## src/rtl/dm9000a_reg_reader_pkg.sv

```systemverilog
`default_nettype none
// +----------------------------------------------------------------------------+
// | Package : dm9000a_reg_reader_pkg                                           |
// | Shared FSM state type, DM9000A register indices and the phase timer width  |
// | used by the DM9000A host-side read engine.                                 |
// | Revision: 1.0                                                              |
// +----------------------------------------------------------------------------+
package dm9000a_reg_reader_pkg;

    typedef enum logic [2:0] {
        ST_IDLE    = 3'd0,
        ST_I_SETUP = 3'd1,
        ST_I_STB   = 3'd2,
        ST_I_HOLD  = 3'd3,
        ST_GAP     = 3'd4,
        ST_R_SETUP = 3'd5,
        ST_R_STB   = 3'd6,
        ST_R_HOLD  = 3'd7
    } rd_state_t;

    // DM9000A register indices
    localparam logic [7:0] IDX_NCR    = 8'h00;
    localparam logic [7:0] IDX_NSR    = 8'h01;
    localparam logic [7:0] IDX_MRCMDX = 8'hF0;
    localparam logic [7:0] IDX_MRCMD  = 8'hF2;
    localparam logic [7:0] IDX_ISR    = 8'hFE;

    // Width of the phase timer load value; phases up to 255 cycles
    localparam int TMR_W = 8;

endpackage
`default_nettype wire

```

## src/rtl/dm9000a_phase_timer.sv

```systemverilog
`default_nettype none
// +----------------------------------------------------------------------------+
// | Module  : dm9000a_phase_timer                                              |
// | Loadable down-counter. After a load of N (N>=1) the done output pulses     |
// | high during the N-th cycle, i.e. the last cycle of the phase. A new load   |
// | in that same cycle starts the next phase without a bubble.                 |
// | Ports   : clk100, rst (sync, active-high), load, load_val, done            |
// | Revision: 1.0                                                              |
// +----------------------------------------------------------------------------+
module dm9000a_phase_timer #(
    parameter int W = 8
) (
    input  logic         clk100,
    input  logic         rst,
    input  logic         load,
    input  logic [W-1:0] load_val,
    output logic         done
);

    logic [W-1:0] cnt_q, cnt_d;
    logic         run_q, run_d;

    assign done = run_q && (cnt_q == '0);

    always_comb begin
        cnt_d = cnt_q;
        run_d = run_q;
        if (load) begin
            // A zero load is treated as a one-cycle phase
            cnt_d = (load_val == '0) ? '0 : load_val - 1'b1;
            run_d = 1'b1;
        end else if (done) begin
            run_d = 1'b0;
        end else if (run_q) begin
            cnt_d = cnt_q - 1'b1;
        end
    end

    always_ff @(posedge clk100) begin
        if (rst) begin
            cnt_q <= '0;
            run_q <= 1'b0;
        end else begin
            cnt_q <= cnt_d;
            run_q <= run_d;
        end
    end

endmodule
`default_nettype wire

```

## src/rtl/dm9000a_reg_reader.sv

```systemverilog
`default_nettype none
// +----------------------------------------------------------------------------+
// | Module  : dm9000a_reg_reader                                               |
// | Host-side read engine for the DM9000A 16-bit bus. Each request performs    |
// | one INDEX write cycle followed by N DATA read cycles; every sampled word   |
// | is presented on a single-register valid/ready stream.                      |
// | Ports   : clk100, rst                  clock / sync active-high reset      |
// |           req_valid/ready/index/count  request handshake                   |
// |           rd_data/valid/ready/last     word stream                         |
// |           busy                         request in progress                 |
// |           enet_*                       DM9000A bus pins (tristate at top)  |
// | Revision: 1.0                                                              |
// +----------------------------------------------------------------------------+
module dm9000a_reg_reader
    import dm9000a_reg_reader_pkg::*;
#(
    parameter int SETUP_CYC = 1,
    parameter int WSTB_CYC  = 2,
    parameter int RSTB_CYC  = 4,
    parameter int HOLD_CYC  = 1,
    parameter int GAP_CYC   = 2,
    parameter int CNT_W     = 12
) (
    input  logic             clk100,
    input  logic             rst,
    input  logic             req_valid,
    output logic             req_ready,
    input  logic [7:0]       req_index,
    input  logic [CNT_W-1:0] req_count,
    output logic [15:0]      rd_data,
    output logic             rd_valid,
    input  logic             rd_ready,
    output logic             rd_last,
    output logic             busy,
    input  logic [15:0]      enet_data_i,
    output logic [15:0]      enet_data_o,
    output logic             enet_data_oe,
    output logic             enet_cmd,
    output logic             enet_cs_n,
    output logic             enet_rd_n,
    output logic             enet_wr_n
);

    localparam logic [TMR_W-1:0] C_SETUP = TMR_W'(SETUP_CYC);
    localparam logic [TMR_W-1:0] C_WSTB  = TMR_W'(WSTB_CYC);
    localparam logic [TMR_W-1:0] C_RSTB  = TMR_W'(RSTB_CYC);
    localparam logic [TMR_W-1:0] C_HOLD  = TMR_W'(HOLD_CYC);
    localparam logic [TMR_W-1:0] C_GAP   = TMR_W'(GAP_CYC);

    rd_state_t        state_q, state_d;
    logic [7:0]       index_q, index_d;
    logic [CNT_W-1:0] remain_q, remain_d;
    logic [15:0]      rd_data_q, rd_data_d;
    logic             rd_valid_q, rd_valid_d;
    logic             rd_last_q, rd_last_d;
    logic             req_ready_q, req_ready_d;
    logic             busy_q, busy_d;
    logic [15:0]      data_o_q, data_o_d;
    logic             oe_q, oe_d;
    logic             cmd_q, cmd_d;
    logic             cs_n_q, cs_n_d;
    logic             rd_n_q, rd_n_d;
    logic             wr_n_q, wr_n_d;

    logic             tmr_load;
    logic [TMR_W-1:0] tmr_val;
    logic             tmr_done;

    logic             accept;
    logic             stall;
    logic             capture;

    dm9000a_phase_timer #(.W(TMR_W)) u_timer (
        .clk100   (clk100),
        .rst      (rst),
        .load     (tmr_load),
        .load_val (tmr_val),
        .done     (tmr_done)
    );

    assign accept  = req_valid && req_ready_q;
    // Output register still occupied at the coming edge
    assign stall   = rd_valid_q && !rd_ready;
    assign capture = (state_q == ST_R_STB) && tmr_done;

    always_comb begin
        state_d    = state_q;
        index_d    = index_q;
        remain_d   = remain_q;
        tmr_load   = 1'b0;
        tmr_val    = '0;
        rd_data_d  = rd_data_q;
        rd_valid_d = rd_valid_q;
        rd_last_d  = rd_last_q;

        case (state_q)
            ST_IDLE: if (accept) begin
                state_d  = ST_I_SETUP;
                tmr_load = 1'b1;
                tmr_val  = C_SETUP;
                index_d  = req_index;
                remain_d = (req_count == '0) ? CNT_W'(1) : req_count;
            end
            ST_I_SETUP: if (tmr_done) begin
                state_d  = ST_I_STB;
                tmr_load = 1'b1;
                tmr_val  = C_WSTB;
            end
            ST_I_STB: if (tmr_done) begin
                state_d  = ST_I_HOLD;
                tmr_load = 1'b1;
                tmr_val  = C_HOLD;
            end
            ST_I_HOLD: if (tmr_done) begin
                state_d  = ST_GAP;
                tmr_load = 1'b1;
                tmr_val  = C_GAP;
            end
            ST_GAP: if (tmr_done) begin
                tmr_load = 1'b1;
                if (stall) begin
                    // Stretch the gap one cycle at a time until the word drains
                    tmr_val = TMR_W'(1);
                end else begin
                    state_d = ST_R_SETUP;
                    tmr_val = C_SETUP;
                end
            end
            ST_R_SETUP: if (tmr_done) begin
                state_d  = ST_R_STB;
                tmr_load = 1'b1;
                tmr_val  = C_RSTB;
            end
            ST_R_STB: if (tmr_done) begin
                state_d  = ST_R_HOLD;
                tmr_load = 1'b1;
                tmr_val  = C_HOLD;
                remain_d = remain_q - 1'b1;
            end
            ST_R_HOLD: if (tmr_done) begin
                if (remain_q != '0) begin
                    state_d  = ST_GAP;
                    tmr_load = 1'b1;
                    tmr_val  = C_GAP;
                end else begin
                    state_d  = ST_IDLE;
                end
            end
            default: state_d = ST_IDLE;
        endcase

        // Consume first so a same-edge capture overrides it
        if (rd_valid_q && rd_ready) begin
            rd_valid_d = 1'b0;
            rd_last_d  = 1'b0;
        end
        if (capture) begin
            rd_data_d  = enet_data_i;
            rd_valid_d = 1'b1;
            rd_last_d  = (remain_q == CNT_W'(1));
        end

        // Bus pins are registered from the next state so they align with it
        req_ready_d = (state_d == ST_IDLE);
        busy_d      = (state_d != ST_IDLE);
        cs_n_d      = (state_d == ST_IDLE);
        oe_d        = (state_d == ST_I_SETUP) || (state_d == ST_I_STB) ||
                      (state_d == ST_I_HOLD);
        cmd_d       = (state_d == ST_GAP) || (state_d == ST_R_SETUP) ||
                      (state_d == ST_R_STB) || (state_d == ST_R_HOLD);
        wr_n_d      = (state_d != ST_I_STB);
        rd_n_d      = (state_d != ST_R_STB);
        data_o_d    = oe_d ? {8'h00, index_d} : 16'h0000;
    end

    always_ff @(posedge clk100) begin
        if (rst) begin
            state_q     <= ST_IDLE;
            index_q     <= '0;
            remain_q    <= '0;
            rd_data_q   <= '0;
            rd_valid_q  <= 1'b0;
            rd_last_q   <= 1'b0;
            req_ready_q <= 1'b0;
            busy_q      <= 1'b0;
            data_o_q    <= '0;
            oe_q        <= 1'b0;
            cmd_q       <= 1'b0;
            cs_n_q      <= 1'b1;
            rd_n_q      <= 1'b1;
            wr_n_q      <= 1'b1;
        end else begin
            state_q     <= state_d;
            index_q     <= index_d;
            remain_q    <= remain_d;
            rd_data_q   <= rd_data_d;
            rd_valid_q  <= rd_valid_d;
            rd_last_q   <= rd_last_d;
            req_ready_q <= req_ready_d;
            busy_q      <= busy_d;
            data_o_q    <= data_o_d;
            oe_q        <= oe_d;
            cmd_q       <= cmd_d;
            cs_n_q      <= cs_n_d;
            rd_n_q      <= rd_n_d;
            wr_n_q      <= wr_n_d;
        end
    end

    assign req_ready    = req_ready_q;
    assign rd_data      = rd_data_q;
    assign rd_valid     = rd_valid_q;
    assign rd_last      = rd_last_q;
    assign busy         = busy_q;
    assign enet_data_o  = data_o_q;
    assign enet_data_oe = oe_q;
    assign enet_cmd     = cmd_q;
    assign enet_cs_n    = cs_n_q;
    assign enet_rd_n    = rd_n_q;
    assign enet_wr_n    = wr_n_q;

endmodule
`default_nettype wire

```

## config.mk

```make
export PLATFORM = sky130hd
export DESIGN_NAME = dm9000a_reg_reader
export DESIGN_NICKNAME = d
export VERILOG_FILES = /design/src/rtl/dm9000a_reg_reader_pkg.sv /design/src/rtl/dm9000a_phase_timer.sv /design/src/rtl/dm9000a_reg_reader.sv
export SDC_FILE = /design/constraint.sdc
export NUM_CORES = 1
export LEC_CHECK = 0
export CAP_MARGIN = 5
export CELL_PAD_IN_SITES_DETAIL_PLACEMENT = 0
export CELL_PAD_IN_SITES_GLOBAL_PLACEMENT = 1
export CORE_MARGIN = 1
export CORE_UTILIZATION = 38
export DETAILED_ROUTE_END_ITERATION = 12
export PLACE_DENSITY_LB_ADDON = 0.1
export SLEW_MARGIN = 20
export SYNTH_ARGS = -nofsm -noshare
export SYNTH_HDL_FRONTEND = slang
export SYNTH_SLANG_ARGS = --single-unit
export TNS_END_PERCENT = 5
```

## constraint.sdc

```tcl
create_clock -name clk100 -period 7.3 [get_ports clk100]
set_input_delay 2.19 -clock clk100 [delete_from_list [all_inputs] [get_ports clk100]]
set_output_delay 2.19 -clock clk100 [all_outputs]
set_load 0.05 [all_outputs]
```

; ---- After elaboration in Yosys (flattened, before gate mapping)
; Cells that the tools add are included.
[op_classes]
n_addsub = 3
eq_ne = 20
n_mux = 38
bitwise_logic = 1
reduce_logical = 28
[ops]
columns = operator, n
row1 = $mux W8, 6
row2 = $pmux W8 S5, 1
row3 = $mux W12, 3
row4 = $mux W3, 11
row5 = $eq A3 B3 Y1 const B, 8
row6 = $pmux W12 S2, 1
row7 = $pmux W3 S8, 1
row8 = $logic_not A8 Y1, 2
row9 = $sub A8 B1 Y8 const B, 2
row10 = $eq A12 B1 Y1 const B, 1
row11 = $eq A3 B2 Y1 const B, 4
row12 = $logic_not A12 Y1, 1
row13 = $reduce_bool A12 Y1, 1
row14 = $sub A12 B1 Y12 const B, 1
row15 = $mux W1, 11
row16 = $reduce_bool A2 Y1, 4
row17 = $eq A3 B1 Y1 const B, 2
row18 = $logic_not A3 Y1, 2
row19 = $mux W2, 3
row20 = $ne A2 B2 Y1 const B, 3
row21 = $reduce_or A6 Y1, 1
row22 = $logic_and A1 B1 Y1, 5
row23 = $logic_or A1 B1 Y1, 5
row24 = $reduce_or A2 Y1, 2
row25 = 9 further kinds, 9
[word_totals]
regBits = 73
in_bits = 40
output_inout_bits = 41
wordCells = 107

; ---- Logic depth before layout (Yosys ltp)
; Gate-level depths: netlist (run 1).
[depth]
depth_word = 10
mapped_depth = 11
ltp_nobuf = 10

; ---- Hierarchy
; Synthesis (run 1) repeated with hierarchy kept, for this count alone.
[unflattened]
hier_cells = 395
area_unflattened_um2 = 3273.1
[modules_own_cells]
columns = module, n_inst, cells_per_inst, area_per_inst_um2, seq_area_each_um2
row1 = dm9000a_reg_reader, 1, 310, 2582.5, 1121.1
row2 = dm9000a_phase_timer, 1, 85, 690.7, 180.2

; ---- Worst setup path after synthesis (run 1)
; No wires, ideal clock.
[synth_timing]
path_kind = input port to flip-flop
start = input port req_valid
end = register u_timer.cnt_q[0]
setup_time_ns = 0.066
arrival_time_ns = 3.493
required_time_ns = 7.234
setup_slack_ns = 3.741
cell_stages = 7
n_path_buf = 1
cell_sequence = nand3_1 -> clkbuf_1 -> o21a_1 -> ha_1 -> o21bai_1 -> a311o_1 -> a21oi_2
[synth_via]
elab_chain_cells = 6
elab_cells_between_ends = 12
classes_between = 1 x add/sub / 1 x eq/ne / 6 x mux / 4 x reduce/logical
[synth_lines]
columns = item, line
row1 = "start, declared", dm9000a_reg_reader.sv:26  ; input logic req_valid,
row2 = $logic_and A1 B1 Y1 *, dm9000a_reg_reader.sv:81  ; assign accept = req_valid && req_ready_q;
row3 = $mux W1, dm9000a_reg_reader.sv:97  ; ST_IDLE: if (accept) begin
row4 = $pmux W8 S5, dm9000a_reg_reader.sv:96  ; case (state_q)
row5 = $sub A8 B1 Y8 or $logic_not A8 Y1 (tied branches), dm9000a_phase_timer.sv:30  ; cnt_d = (load_val == '0) ? '0 : load_val - 1'b1;
row6 = $mux W8, dm9000a_phase_timer.sv:30
row7 = $mux W8, dm9000a_phase_timer.sv:28  ; if (load) begin
row8 = "end signal, assigned", dm9000a_phase_timer.sv:44  ; cnt_q <= cnt_d;
row9 = "end, declared", dm9000a_phase_timer.sv:20  ; logic [W-1:0] cnt_q, cnt_d;
; Every way passes the cells marked *; elsewhere a longest branch is shown, timed or not. The select of a mux whose other input is x is not followed.
; A chain may end at the register's enable or synchronous reset.

; ---- Worst setup path in the final report (run 1)
; Ends and elaborated chain as after synthesis.

==> impl_summary.log, run 1 <==
[metrics] power per unit of standard cell area: 199 mW/mm^2
[metrics] commonest register cell after synthesis: dfxtp_1
[metrics] worst reg-to-reg setup slack: 4.55 ns
[metrics] fraction of synthesized cell area in xor and xnor cells: 1.99%
[metrics] Avg WL per Cell: 14.5 um
[metrics] worst slack, placed: 2.95 ns
[metrics] Hold Path Stages: 2
[metrics] final RePlAce weighted congestion: 0.819
[metrics] startpoint of the most critical hold path: rd_data[11]
[metrics] min Tclk post-route: 4.01 ns
[metrics] CP Max Fanout: 18
[metrics] pin count of the biggest net entering global routing: 32
[metrics] Critical Path Sink Type: flip-flop
[metrics] dominant combinational cell family by area after synthesis: simple AND/OR/NAND/NOR gates
[metrics] number of cells produced by synthesis: 372
[metrics] cell taking the most area after synthesis: dfxtp_1
[metrics] combined buffer and inverter count along the critical path: 1
[metrics] detailed-routing iteration count for the pre-antenna-repair pass: 5
[metrics] Worst-path clk slew: 0.08 ns
[metrics] Post-Synth Adder-Cell Area: 2.44%
[metrics] residual DRC count: 0
[metrics] number of global-route vias before repair: 2699
[metrics] sequential-to-total area share from yosys stat: 41.6%
[metrics] Slew Limit Headroom: 33.1%
[metrics] area growth from synthesis to final layout: 29.7%
[metrics] top cell family by delay on the critical path: compound AO/OA/AOI/OAI gates
[metrics] minimum setup slack in the final design: 3.29 ns
[metrics] worst hold-check path type: reg -> reg
[metrics] delay of the slowest cell on the worst path: 0.52 ns
[metrics] global-route wire length before repair: 13100 um
[metrics] total detailed-routing wirelength: 7840 um
[metrics] unrepaired setup endpoints after global routing: false
[metrics] Post-CTS Resized: 0
[metrics] horizontal extent of the die: 92.0 um
[metrics] Least-Margin Pin Slew: 1.00 ns
[metrics] post-placement cell count: 523
[metrics] Synth Area in Compound Gates: 19.1%
[metrics] remaining global-route overflow: 0
[metrics] count of flip-flops with a built-in enable after synthesis: 0
[metrics] flop and latch count out of synthesis: 64
[metrics] proportion of synthesized flip-flops having asynchronous set or reset: 0%
[metrics] endpoints failing hold: 0
[metrics] antenna diode count: 0
[metrics] # rows: 32
[metrics] count of different cell masters after synthesis: 57
[metrics] NumNets Final: 478
[metrics] logic depth of the worst register-to-register path: 5
[metrics] reg-to-reg endpoint: remain_q[6]
[metrics] Max VDD drop: 0.105 mV
[metrics] mux share of post-synthesis cell area: 2.92%
[metrics] hold path endpoint: rd_data[11]
[metrics] buffers inserted during post-CTS setup optimization: 0
[metrics] Antenna Nets Post-Route: 0
[metrics] highest clock frequency the design can meet: 0.249 GHz
[metrics] starting density of the core: 39.7%
[metrics] startpoint of the worst-slack reg-to-reg timing path: state_q[1]
[metrics] antenna violations before repair: 0
[metrics] commonest cells in the synthesized netlist: 64 x dfxtp_1, 55 x nand2_1, 35 x a21oi_1
[metrics] number of buffers added by the clock tree synthesis step: 9
[metrics] LEAKAGE: 1.40 nW
[metrics] YS warnings: 0
[metrics] CTS tree: done
[metrics] die height: 92.0 um
[metrics] Worst Path Class, Setup: in -> reg
[metrics] Max H-tree Level: 3
[metrics] post-route insts no fill: 539
[metrics] hold buffers post-CTS: 0
[metrics] clk sink count: 64
[metrics] Yosys top cell area share: 41.6%
[metrics] global routing usage summed across all routing layers: 19.4%
[metrics] maximum count of clock buffers along a single path: 2
[metrics] die area: 0.00847 mm^2
[metrics] CTS root buf: clkbuf_8
[metrics] CP required: 7.58 ns
[metrics] detailed-route vias per instance: 5.34
[metrics] dominant cell by count in the synthesized netlist: dfxtp_1
[metrics] crit path DAT: 4.29 ns
[metrics] total via count in the routed design: 2876
[metrics] skew final: 0.00987 ns
[metrics] top area cells in the synthesized netlist: dfxtp_1 42%, nand2_1 6.7%, a21oi_1 5.7%, nor2_1 3.5%, mux2i_1 2.9%
[metrics] clock network latency to the later pin of the worst-skew pair: 0.34 ns
[metrics] number of setup violations in the final report: 0
[metrics] max-cap check violation count: 0
[metrics] count of routing violations after the opening detailed-route iteration: 187
[metrics] final count of pins violating max slew: 0
[metrics] part of the cycle the worst path needs: 55.0%
[metrics] result of the run: completed
[metrics] simple-gate area share of the yosys netlist: 25.1%
[metrics] total negative setup slack: 0 ns
[metrics] number of fillers in the final layout: 749
[metrics] Worst Setup Start Kind: input port
[metrics] slowest stage cell, crit path: nand3_1
[metrics] total core area: 0.00777 mm^2
[metrics] count of port buffers added during placement: 72
[metrics] share of post-route cells with drive strength above 1: 7.32%
[metrics] synthesized area divided by synthesized cell count: 8.28 um^2
[metrics] Post-Syn Area: 0.00308 mm^2
[metrics] dpl hpwl: 5330 um
[metrics] series of cell instances along the critical path: clkdlybuf4s50_1 > nand3_1 > o21a_1 > ha_1 > o21bai_1 > a311o_1 > a21oi_2
[metrics] total I/O pin count: 81
how the worst max path moves through the flow:
stage | startpoint | end | slack (ns) | cells past startpoint
4_1_cts | state_q[2] | enet_cmd | 3.25 | 1
5_1_grt | req_valid | u_timer.cnt_q[0] | 3.16 | 7
6_report | req_valid | u_timer.cnt_q[0] | 3.29 | 7
3_5_place_dp | req_valid | u_timer.cnt_q[0] | 2.95 | 7
2_1_floorplan | req_valid | u_timer.cnt_q[0] | 3.74 | 7
3_3_place_gp | req_valid | u_timer.cnt_q[0] | 2.96 | 7
area by class of cell:
cell class | count | area, um^2 | area share [%]
multi-input cells | 272 | 1620 | 40.6
flip-flops and latches | 64 | 1280 | 32.1
repair buffers | 76 | 751 | 18.8
clock buffers | 10 | 138 | 3.45
well taps | 102 | 128 | 3.19
clock inverters | 6 | 43.8 | 1.10
inverters | 9 | 33.8 | 0.846
routing by layer:
metal	track usage (%)	up-vias	routed length, um
met1	25.5	1332	3730
met3	3.48	11	348
met5	0	-	0
met4	7.29	0	118
li1	-	1459	-
met2	31.6	74	3650
worst min-delay path, delay by kind of cell (launching register included):
family	cells	cell delay, ns
compound gates	1	0.05
simple gates	1	0.05
flops	1	0.31
per-stage QoR:
stage / util, % / instance area [um^2] / hold WS [ns] / total power [mW]
after floorplan: - / 3110 / 0.434 / 0.476
after global placement: 49.1 / 3810 / 0.437 / 0.521
after detailed placement: 49.1 / 3810 / 0.444 / 0.521
after CTS: 51.4 / 4000 / 0.455 / 0.801
after global routing: 51.4 / 4000 / 0.468 / 0.829
final: 51.4 / 4000 / 0.450 / 0.793
where the power goes:
part | switching [mW] | internal (mW)
clock network | 0.147 | 0.133
registers | 0.0111 | 0.362
logic | 0.0853 | 0.0554
sequential cells by signal, indices dropped and copies added (netlist names), 3 cells and up:
| register | cells |
|---|---|
| enet_data_o | 8 |
| state_q | 3 |
| u_timer.cnt_q | 8 |
| remain_q | 12 |
| rd_data | 16 |
| index_q | 8 |
logic make-up after synthesis:
logic type	count (synthesis)
DFF	64
muxes	9
adders and majority gates	6
AOI/OAI and AO/OA	91
other	1
and+or+nand+nor	151
buffers and inverters	43
xor gates and xnor gates	7
layout by cell type, fill, tap and decap left out, types with 9 or more instances in the layout:
| cell type | n |
|---|---|
| nor4_1 | 10 |
| nor3_1 | 12 |
| mux2i_1 | 9 |
| clkbuf_8 | 10 |
| dfxtp_1 | 64 |
| clkdlybuf4s50_1 | 72 |
| inv_1 | 9 |
| nor2_1 | 29 |
| a21oi_1 | 35 |
| nand2_1 | 55 |
(Power assumes the default switching activity.)
==> run 2, diff against run 1 <==
--- a/config.mk
+++ b/config.mk
@@ -9,7 +9,7 @@
 export CELL_PAD_IN_SITES_DETAIL_PLACEMENT = 0
 export CELL_PAD_IN_SITES_GLOBAL_PLACEMENT = 1
 export CORE_MARGIN = 1
-export CORE_UTILIZATION = 38
+export CORE_UTILIZATION = 32
 export DETAILED_ROUTE_END_ITERATION = 12
 export PLACE_DENSITY_LB_ADDON = 0.1
 export SLEW_MARGIN = 20
==> constraint.sdc (replaced) <==
create_clock -name clk100 -period 3.4 [get_ports clk100]
set_input_delay 1.02 -clock clk100 [delete_from_list [all_inputs] [get_ports clk100]]
set_output_delay 1.02 -clock clk100 [all_outputs]
set_load 0.05 [all_outputs]
==> run 2 against run 1 <==
Flip-flop and latch count stayed put; sequential power is 110% higher; power is 140% higher; utilization is 7.2 points lower; sequential share of layout area is 0.84 points lower; non-clock buffer count is 4 higher; final cell count is 5.8% higher; routed wire length is 7.9% higher; largest power group unchanged; global-route usage is 2.4 points lower; first-iteration DRC count is 33% lower.
==> impl_summary.log, run 2 (synthesis gave the netlist of run 1 again) <==
[metrics] result of the run: completed (unchanged)
[metrics] leading cell type in the layout, fill and taps excluded: clkdlybuf4s50_1 (unchanged)
[metrics] clk sink count: 64 (unchanged)
[metrics] horizontal extent of the die: 100 um (was 92.0 um)
[metrics] final count of pins violating max slew: 0 (unchanged)
[metrics] global routing usage summed across all routing layers: 17.0% (was 19.4%)
[metrics] total core area: 0.00928 mm^2 (was 0.00777 mm^2)
[metrics] skew final: 0.0122 ns (was 0.00987 ns)
[metrics] total I/O pin count: 81 (unchanged)
[metrics] combined buffer and inverter count along the critical path: 1 (unchanged)
[metrics] slowest stage cell, crit path: clkdlybuf4s50_1 (was nand3_1)
[metrics] share of post-route cells with drive strength above 1: 8.16% (was 7.32%)
[metrics] die area: 0.0100 mm^2 (was 0.00847 mm^2)
[metrics] count of routing violations after the opening detailed-route iteration: 126 (was 187)
[metrics] die height: 100 um (was 92.0 um)
[metrics] Worst Setup Start Kind: flip-flop (was input port)
[metrics] residual DRC count: 0 (unchanged)
[metrics] Post-CTS Resized: 0 (unchanged)
[metrics] min Tclk post-route: 2.86 ns
[metrics] CP Max Fanout: 13 (was 18)
[metrics] global-route wire length before repair: 13400 um (was 13100 um)
[metrics] LEAKAGE: 1.44 nW (was 1.40 nW)
[metrics] endpoints failing hold: 0 (unchanged)
[metrics] crit path DAT: 1.84 ns (was 4.29 ns)
[metrics] starting density of the core: 33.2% (was 39.7%)
[metrics] Worst Path Class, Setup: reg -> out (was in -> reg)
[metrics] top cell family by delay on the critical path: buffers and inverters (was compound AO/OA/AOI/OAI gates)
[metrics] total negative setup slack: 0 ns (unchanged)
[metrics] delay of the slowest cell on the worst path: 0.90 ns (was 0.52 ns)
[metrics] Max VDD drop: 0.251 mV (was 0.105 mV)
[metrics] detailed-route vias per instance: 5.23 (was 5.34)
[metrics] total detailed-routing wirelength: 8460 um (was 7840 um)
[metrics] post-route insts no fill: 570 (was 539)
[metrics] unrepaired setup endpoints after global routing: false (unchanged)
[metrics] final RePlAce weighted congestion: 0.789 (was 0.819)
[metrics] most used cells in the layout excluding fill and tap cells: 72 x clkdlybuf4s50_1, 64 x dfxtp_1, 55 x nand2_1 (unchanged)
[metrics] Worst-path clk slew: 0.07 ns (was 0.08 ns)
[metrics] number of flip-flops in the largest register: 16 (unchanged)
[metrics] Slew Limit Headroom: 31.6% (was 33.1%)
[metrics] total via count in the routed design: 2979 (was 2876)
[metrics] remaining global-route overflow: 0 (unchanged)
[metrics] Least-Margin Pin Slew: 1.02 ns (was 1.00 ns)
[metrics] # rows: 35 (was 32)
[metrics] Critical Path Sink Type: primary output (was flip-flop)
[metrics] count of port buffers added during placement: 72 (unchanged)
[metrics] NumNets Final: 482 (was 478)
[metrics] Max H-tree Level: 3 (unchanged)
[metrics] Worst Hold Slack: 0.450 ns (about the same)
[metrics] area growth from synthesis to final layout: 33.2% (was 29.7%)
[metrics] detailed-routing iteration count for the pre-antenna-repair pass: 4 (was 5)
[metrics] CP required: 2.38 ns (was 7.58 ns)
[metrics] buffers inserted during post-CTS setup optimization: 0 (unchanged)
[metrics] Antenna Nets Post-Route: 0 (unchanged)
[metrics] pin count of the biggest net entering global routing: 32 (unchanged)
[metrics] dpl hpwl: 5670 um (was 5330 um)
[metrics] worst hold-check path type: reg -> reg (unchanged)
[metrics] post-place instance area: 0.00388 mm^2 (was 0.00381 mm^2)
[metrics] antenna diode count: 0 (unchanged)
[metrics] CTS root buf: clkbuf_8 (unchanged)
[metrics] antenna violations before repair: 0 (unchanged)
[metrics] number of buffers added by the clock tree synthesis step: 9 (unchanged)
[metrics] number of setup violations in the final report: 0 (unchanged)
[metrics] highest clock frequency the design can meet: 0.350 GHz
[metrics] part of the cycle the worst path needs: 84.0%
[metrics] power per unit of standard cell area: 455 mW/mm^2 (was 199 mW/mm^2)
[metrics] CTS tree: done (unchanged)
[metrics] max-cap check violation count: 0 (unchanged)
[metrics] final core utilization: 44.2% (was 51.4%)
[metrics] Avg WL per Cell: 14.8 um (was 14.5 um)
[metrics] post-route standard cell area excluding fillers: 0.00410 mm^2 (was 0.00400 mm^2)
[metrics] series of cell instances along the critical path: clkdlybuf4s50_1 (was clkdlybuf4s50_1 > nand3_1 > o21a_1 > ha_1 > o21bai_1 > a311o_1 > a21oi_2)
[metrics] hold buffers post-CTS: 0 (unchanged)
[metrics] post-placement cell count: 554 (was 523)
[metrics] clock network latency to the later pin of the worst-skew pair: 0.35 ns (was 0.34 ns)
[metrics] maximum count of clock buffers along a single path: 2 (unchanged)
[metrics] number of global-route vias before repair: 2665 (was 2699)
[run 2: final timing paths]
kind	startpoint	end	slack (ns)	depth (start not counted)
worst max-delay path	state_q[2]	enet_cmd	0.54	1
worst min-delay path	rd_data[15]	rd_data[15]	0.45	2
worst max register to register	u_timer.cnt_q[0]	u_timer.cnt_q[0]	0.72	9
worst min register to register	rd_data[15]	rd_data[15]	0.45	2
[run 2: cell type report]
| class | instances | area, um^2 |
|---|---|---|
| Fill cell | 944 | 5180 |
| Tap cell | 129 | 161 |
| Clock inverter | 7 | 101 |
| Sequential cell | 64 | 1280 |
| Timing Repair Buffer | 80 | 781 |
| Multi-Input combinational cell | 272 | 1620 |
| Inverter | 9 | 33.8 |
| Clock buffer | 9 | 124 |
[run 2: layer usage]
metal	GRT usage (%)	part of all wire, %	vias to the layer above
met5	0	0	-
met4	7.02	1.3	0
met3	2.99	5.4	10
met2	27.4	46	90
met1	22.4	47	1414
li1	-	-	1465
[run 2: stage by stage]
step | setup slack, ns | total power [mW]
global route | 0.472 | 1.94
global placement | 0.595 | 1.13
finish | 0.545 | 1.87
detailed placement | 0.526 | 1.12
floorplan | 0.843 | 1.02
CTS | 0.531 | 1.88
[run 2: power by group]
| group | internal [mW] | switching [mW] | leakage, nW |
|---|---|---|---|
| registers | 0.776 | 0.0249 | 0.519 |
| clock network | 0.419 | 0.337 | 0.106 |
| logic | 0.122 | 0.186 | 0.815 |
